$ cat src/rtl/pipeline_controller_if.sv
// Handshake bundle between the pipeline sequencing controller and the
// pipeline it drives.
//   Requests into the controller : load_use_stall, branch_taken, ecall_ex,
//                                  io_done, mem_busy
//   Controls out of controller   : pc_en, if_id_en, id_ex_en, ex_mem_en,
//                                  mem_wb_en, if_id_flush, id_ex_flush,
//                                  ex_mem_flush, io_req, io_timeout, busy
// The master modport is the pipeline side, which raises requests and
// consumes controls. The slave modport is the controller.
interface pipeline_controller_if;
    logic load_use_stall;
    logic branch_taken;
    logic ecall_ex;
    logic io_done;
    logic mem_busy;
    logic pc_en;
    logic if_id_en;
    logic id_ex_en;
    logic ex_mem_en;
    logic mem_wb_en;
    logic if_id_flush;
    logic id_ex_flush;
    logic ex_mem_flush;
    logic io_req;
    logic io_timeout;
    logic busy;

    modport master (
        output load_use_stall, branch_taken, ecall_ex, io_done, mem_busy,
        input  pc_en, if_id_en, id_ex_en, ex_mem_en, mem_wb_en,
        input  if_id_flush, id_ex_flush, ex_mem_flush,
        input  io_req, io_timeout, busy
    );

    modport slave (
        input  load_use_stall, branch_taken, ecall_ex, io_done, mem_busy,
        output pc_en, if_id_en, id_ex_en, ex_mem_en, mem_wb_en,
        output if_id_flush, id_ex_flush, ex_mem_flush,
        output io_req, io_timeout, busy
    );
endinterface

$ cat src/rtl/pipeline_controller.sv
// Central stall/flush sequencer for the 5-stage RISC-V pipeline. Combines
// the load-use stall, EX-stage branch redirect, ecall I/O wait and data
// memory busy into per-stage register enables and flushes.
// Ports:
//   clk  - system clock, rising edge
//   rst  - synchronous reset, active-high
//   ctl  - pipeline_controller_if.slave (requests in, enables/flushes out)
//   stall_cycles, flush_count - performance counters, present only when
//                               PIPE_PERF_CNT_EN is defined
// Optional feature macro: PIPE_PERF_CNT_EN
module pipeline_controller #(
    parameter int IO_TIMEOUT = 1023,
    parameter int TO_W       = 10
`ifdef PIPE_PERF_CNT_EN
    ,
    parameter int CNT_W      = 16
`endif
) (
    input  logic                  clk,
    input  logic                  rst,
    pipeline_controller_if.slave  ctl
`ifdef PIPE_PERF_CNT_EN
    ,
    output logic [CNT_W-1:0]      stall_cycles,
    output logic [CNT_W-1:0]      flush_count
`endif
);
    typedef enum logic [1:0] {RUN, FLUSH, ECALL_WAIT} state_t;

    localparam logic [TO_W-1:0] TO_LAST = TO_W'(IO_TIMEOUT - 1);

    state_t          state;
    logic [TO_W-1:0] to_cnt;
    logic            timed_out;

    // Enable vector order: {pc, if_id, id_ex, ex_mem, mem_wb}
    // Flush vector order:  {if_id, id_ex, ex_mem}
    logic [4:0] en;
    logic [2:0] fl;
    logic       io_req;
    logic       wait_exit;
    logic       branch_flush;

    assign wait_exit = ctl.io_done || (to_cnt == TO_LAST);

    always_comb begin
        en           = 5'b11111;
        fl           = 3'b000;
        io_req       = 1'b0;
        branch_flush = 1'b0;
        if (rst) begin
            en = 5'b00000;
            fl = 3'b111;
        end else if (ctl.mem_busy) begin
            // Whole pipeline freezes; no bubbles so nothing is lost.
            en     = 5'b00000;
            io_req = (state == ECALL_WAIT);
        end else if (state == ECALL_WAIT) begin
            io_req = 1'b1;
            // On exit the enables open for one cycle so the ecall advances once.
            if (!wait_exit) begin
                en = 5'b00001;
                fl = 3'b001;
            end
        end else if (ctl.ecall_ex) begin
            en = 5'b00001;
            fl = 3'b001;
        end else if (ctl.branch_taken) begin
            fl           = 3'b110;
            branch_flush = 1'b1;
        end else if (ctl.load_use_stall && state == RUN) begin
            // In FLUSH the stall request comes from a squashed instruction.
            en = 5'b00111;
            fl = 3'b010;
        end
    end

    always_ff @(posedge clk) begin
        if (rst) begin
            state     <= RUN;
            to_cnt    <= '0;
            timed_out <= 1'b0;
        end else if (!ctl.mem_busy) begin
            case (state)
                ECALL_WAIT: begin
                    if (ctl.io_done) begin
                        state <= RUN;
                    end else if (to_cnt == TO_LAST) begin
                        state     <= RUN;
                        timed_out <= 1'b1;
                    end else begin
                        to_cnt <= to_cnt + 1'b1;
                    end
                end
                default: begin
                    if (ctl.ecall_ex) begin
                        state  <= ECALL_WAIT;
                        to_cnt <= '0;
                    end else if (ctl.branch_taken) begin
                        state <= FLUSH;
                    end else begin
                        state <= RUN;
                    end
                end
            endcase
        end
    end

`ifdef PIPE_PERF_CNT_EN
    always_ff @(posedge clk) begin
        if (rst) begin
            stall_cycles <= '0;
            flush_count  <= '0;
        end else begin
            if (!en[4] && stall_cycles != '1) stall_cycles <= stall_cycles + 1'b1;
            if (branch_flush && flush_count != '1) flush_count <= flush_count + 1'b1;
        end
    end
`endif

    assign ctl.pc_en        = en[4];
    assign ctl.if_id_en     = en[3];
    assign ctl.id_ex_en     = en[2];
    assign ctl.ex_mem_en    = en[1];
    assign ctl.mem_wb_en    = en[0];
    assign ctl.if_id_flush  = fl[2];
    assign ctl.id_ex_flush  = fl[1];
    assign ctl.ex_mem_flush = fl[0];
    assign ctl.io_req       = io_req;
    assign ctl.io_timeout   = timed_out;
    assign ctl.busy         = !rst && (state != RUN);
endmodule

$ cat src/flat_wrapper.sv
// flat-port wrapper written by rule: the top's interface ports become plain ports
module pipeline_controller_flat 
#(
    parameter int IO_TIMEOUT = 1023,
    parameter int TO_W       = 10

)
  (clk, rst, ctl_load_use_stall, ctl_branch_taken, ctl_ecall_ex, ctl_io_done, ctl_mem_busy, ctl_pc_en, ctl_if_id_en, ctl_id_ex_en, ctl_ex_mem_en, ctl_mem_wb_en, ctl_if_id_flush, ctl_id_ex_flush, ctl_ex_mem_flush, ctl_io_req, ctl_io_timeout, ctl_busy);
  pipeline_controller_if ctl_i ();
  input  logic clk;
  input  logic rst;
  input wire logic [$bits(ctl_i.load_use_stall)-1:0] ctl_load_use_stall;
  input wire logic [$bits(ctl_i.branch_taken)-1:0] ctl_branch_taken;
  input wire logic [$bits(ctl_i.ecall_ex)-1:0] ctl_ecall_ex;
  input wire logic [$bits(ctl_i.io_done)-1:0] ctl_io_done;
  input wire logic [$bits(ctl_i.mem_busy)-1:0] ctl_mem_busy;
  output wire logic [$bits(ctl_i.pc_en)-1:0] ctl_pc_en;
  output wire logic [$bits(ctl_i.if_id_en)-1:0] ctl_if_id_en;
  output wire logic [$bits(ctl_i.id_ex_en)-1:0] ctl_id_ex_en;
  output wire logic [$bits(ctl_i.ex_mem_en)-1:0] ctl_ex_mem_en;
  output wire logic [$bits(ctl_i.mem_wb_en)-1:0] ctl_mem_wb_en;
  output wire logic [$bits(ctl_i.if_id_flush)-1:0] ctl_if_id_flush;
  output wire logic [$bits(ctl_i.id_ex_flush)-1:0] ctl_id_ex_flush;
  output wire logic [$bits(ctl_i.ex_mem_flush)-1:0] ctl_ex_mem_flush;
  output wire logic [$bits(ctl_i.io_req)-1:0] ctl_io_req;
  output wire logic [$bits(ctl_i.io_timeout)-1:0] ctl_io_timeout;
  output wire logic [$bits(ctl_i.busy)-1:0] ctl_busy;
  assign ctl_i.load_use_stall = ctl_load_use_stall;
  assign ctl_i.branch_taken = ctl_branch_taken;
  assign ctl_i.ecall_ex = ctl_ecall_ex;
  assign ctl_i.io_done = ctl_io_done;
  assign ctl_i.mem_busy = ctl_mem_busy;
  assign ctl_pc_en = ctl_i.pc_en;
  assign ctl_if_id_en = ctl_i.if_id_en;
  assign ctl_id_ex_en = ctl_i.id_ex_en;
  assign ctl_ex_mem_en = ctl_i.ex_mem_en;
  assign ctl_mem_wb_en = ctl_i.mem_wb_en;
  assign ctl_if_id_flush = ctl_i.if_id_flush;
  assign ctl_id_ex_flush = ctl_i.id_ex_flush;
  assign ctl_ex_mem_flush = ctl_i.ex_mem_flush;
  assign ctl_io_req = ctl_i.io_req;
  assign ctl_io_timeout = ctl_i.io_timeout;
  assign ctl_busy = ctl_i.busy;
  pipeline_controller #(.IO_TIMEOUT(IO_TIMEOUT), .TO_W(TO_W)) u_core (.clk(clk), .rst(rst), .ctl(ctl_i));
endmodule
$ cat config.mk
export PLATFORM = sky130hd
export DESIGN_NAME = pipeline_controller_flat
export DESIGN_NICKNAME = d
export VERILOG_FILES = /design/src/rtl/pipeline_controller_if.sv /design/src/rtl/pipeline_controller.sv /design/src/flat_wrapper.sv
export SDC_FILE = /design/constraint.sdc
export NUM_CORES = 1
export LEC_CHECK = 0
export BUFFER_PORTS_ARGS = -buffer_cell sky130_fd_sc_hd__buf_2
export CAP_MARGIN = 15
export CORE_UTILIZATION = 59
export CTS_BUF_LIST = sky130_fd_sc_hd__clkbuf_8
export DETAILED_ROUTE_END_ITERATION = 12
export GPL_TIMING_DRIVEN = 0
export HOLD_SLACK_MARGIN = 0.02
export PLACE_DENSITY = 0.83
export RECOVER_POWER = 50
export SETUP_SLACK_MARGIN = 0.1
export SLEW_MARGIN = 15
export SYNTH_ARGS = -nofsm -noshare
export SYNTH_HDL_FRONTEND = slang
export SYNTH_SLANG_ARGS = --single-unit
$ cat constraint.sdc
create_clock -name clk -period 3 [get_ports clk]
set_input_delay 0.45 -clock clk [delete_from_list [all_inputs] [get_ports clk]]
set_output_delay 0.45 -clock clk [all_outputs]
set_load 0.01 [all_outputs]
==> metrics.yaml <==
cts_root_buffer: "clkbuf_8"
synth_seq_cells: 13
rrSetupSlack_ns: 0.62
cp.arrival_ns: 2.15
crit_type: "flop to primary output"
cts_resized: 0
port_buffers: 15
synth-main-ff-cell: "dfxtp_1"
ff_latch_area_sq_um: 260
postRouteAntennaNets: 0
drc: 0
rsz0062_at_grt: "false"
synthMuxAreaShare: 0
critPathLaunchType: "flop"
dieWidth_microns: 39.3
pwr_density_cell_mw_per_mm2: 408
drtIter0Drc: 14
nets: 131
h-tree-depth: 1
hold_class: "flop to flop"
hold_viol_final: 0
placed_cells: 132
vdd.ir_drop.worst_mv: 0.398
dp_hpwl_mm: 1.38
path_max_fanout: 5
outcome: "completed"
via_per_inst: 6.15
cts_tree: "done"
min_period_over_period: 0.867
met1Wirelength_microns: 867
maxSlewViolCount: 0
grt_max_degree: 10
synth-seq-area-share: 0.317
synth_edf_count: 0
synthTopCellsByArea: "dfxtp_1 (32%), inv_1 (5.0%), nand3_1 (4.3%), a21o_1 (3.7%), nor2_1 (3.7%)"
grt_pass1_vias: 622
synth.largest_area_cell: "dfxtp_1"
synth.distinct_cells: 36
synth_top_area_frac: 0.317
synth_adder_area_share: 0.0304
placementRows: 13
vias: 837
tns_ns: 0
clkSinkCount: 13
synth-xor-area-share: 0
syn_inst: 102
diodes: 0
whs_ns: 0.517
drive_gt1_frac: 0.165
top_layer_used: "met4"
worst_slew_pin_slew_ns: 1.31
avgRoutedWirePerCell_microns: 13.7
clk_pin_slew_ns: 0.06
routed-wl-met3_microns: 92
cap_violations: 0
synth_compound_area_frac: 0.265
crit_end: "ctl_pc_en"
grtUsageTotal: 0.254
ioPinCount: 18
synth_top_family_by_area: "simple AND/OR/NAND/NOR gates"
gp_congestion: 0.795
clockBufferDepth: 2
area_growth_pct: 15.2
worst_ep_required_time_ns: 2.55
fillers: 108
power.leakage_nw: 0.426
grt_remaining_overflow: 0
start_util: 0.632
drt_pass1_iterations: 4
cts_inserted_buffers: 3
yosys_warnings: 0
wirelength_mm: 1.87
max_slew_margin: 0.117
antenna_found_initial: 0
rr_worst_depth: 5
syn_area_per_cell_sq_um: 8.06
fmax_mhz: 385
fin_cells: 136
synth-simple-area-share: 0.303
power.total_uw: 386
cp-end-kind: "primary output"
coreArea_sq_mm: 0.00130
clock_skew_ns: 0.00116
dieArea_sq_mm: 0.00155
r2r-end: "u_core.to_cnt[2]$_SDFFE_PP0P_"
clock_latency_ns: 0.24
synth_nets: 111
multiInputGateArea_sq_um: 484
cts_hold_buf: 0
dr_wl_met2_microns: 877
grt_pass1_wl_mm: 2.60
setup_violations: 0
cp-startpoint: "u_core.to_cnt[1]$_SDFFE_PP0P_"
ys_async_sr_fraction: 0
min_period_ns: 2.60
reg2reg_from: "u_core.to_cnt[1]$_SDFFE_PP0P_"
cts_setup_buffers: 0
syn-cell-area_sq_um: 822
dieHeight_microns: 39.3
per-stage QoR:
step            util  cell area (sq um)  setup slack, ns
4_1_cts        0.738                961            0.389
3_3_place_gp   0.704                916            0.661
5_1_grt        0.728                947            0.162
3_5_place_dp   0.704                916            0.658
6_report       0.728                947            0.400
2_1_floorplan      -                822            0.838
how the worst min path moves through the flow:
stage / startpoint / to / cells after the start / slack [ns]
2_1_floorplan: u_core.to_cnt[9]$_SDFFE_PP0P_ / u_core.to_cnt[9]$_SDFFE_PP0P_ / 1 / 0.48
3_3_place_gp: u_core.ctl.io_timeout$_SDFFE_PP0P_ / u_core.ctl.io_timeout$_SDFFE_PP0P_ / 2 / 0.45
3_5_place_dp: u_core.ctl.io_timeout$_SDFFE_PP0P_ / u_core.ctl.io_timeout$_SDFFE_PP0P_ / 2 / 0.46
4_1_cts: u_core.ctl.io_timeout$_SDFFE_PP0P_ / u_core.ctl.io_timeout$_SDFFE_PP0P_ / 2 / 0.51
5_1_grt: u_core.to_cnt[8]$_SDFFE_PP0P_ / u_core.to_cnt[8]$_SDFFE_PP0P_ / 2 / 0.55
6_report: u_core.ctl.io_timeout$_SDFFE_PP0P_ / u_core.ctl.io_timeout$_SDFFE_PP0P_ / 2 / 0.52
metal layers:
metal / vias up / track usage
li1: 415 / -
met1: 389 / 0.310
met2: 28 / 0.421
met3: 5 / 0.0568
met4: 0 / 0.112
met5: - / 0
cells in the final DEF, fill, tap and decap left out:
cell	count
dfxtp_1	13
inv_1	12
buf_2	12
nor2_1	8
nand3_1	7
clkbuf_1	6
nand2_1	6
nor3_1	4
a21o_1	4
a21oi_1	3
o31ai_1	3
a31oi_1	3
nor3b_1	3
o21ai_0	3
a211o_1	3
clkbuf_8	3
nand4_1	2
nor2b_1	2
o41ai_1	2
o211ai_1	2
or3_1	2
ha_1	2
buf_4	2
nand4_2	1
o311ai_1	1
nand2b_1	1
nor4b_4	1
and2_1	1
o311ai_0	1
or4_1	1
and3_1	1
o221ai_1	1
or4b_1	1
a21bo_2	1
a22oi_1	1
o22ai_1	1
and3b_1	1
final cells by class:
class                      instances  share of cell area
buffer                             5              0.0291
clock buffer                       3              0.0436
clock inverter                     1             0.00396
inverter                          11              0.0436
multi-input combinational         73               0.511
sequential                        13               0.275
tap                               15              0.0198
timing repair buffer              15              0.0740
cell families after synthesis:
group | Yosys count
simple gates | 42
compound gates | 29
buf+inv | 16
flops | 13
fa+ha+maj | 2
where the power goes:
| group | total (mW) | leakage (nW) | switching [mW] | internal (mW) |
|---|---|---|---|---|
| combinational | 0.0513 | 0.294 | 0.0313 | 0.0199 |
| sequential | 0.180 | 0.105 | 0.00450 | 0.175 |
| clock | 0.155 | 0.0269 | 0.0648 | 0.0905 |
synthesized netlist by cell type, drive strengths merged (4+ instances only):
cell	instances
a21o	4
nor2	8
inv	11
nor3	4
nand2	6
buf	4
dfxtp	13
nand3	7
critical path, stage by stage (launching register included):
cell and delay (ns):
dfxtp_1 0.40, ha_1 0.17, nand4_1 0.17, o311ai_1 0.53, nand3_1 0.18, a31oi_1 0.22, buf_4 0.13, buf_2 0.11
registers in the layout, indices dropped and copies added, names as in the netlist:
register               count
u_core.to_cnt             10
u_core.ctl.io_timeout      1
u_core.state               2
No activity file was read; power rests on OpenSTA's default activity.
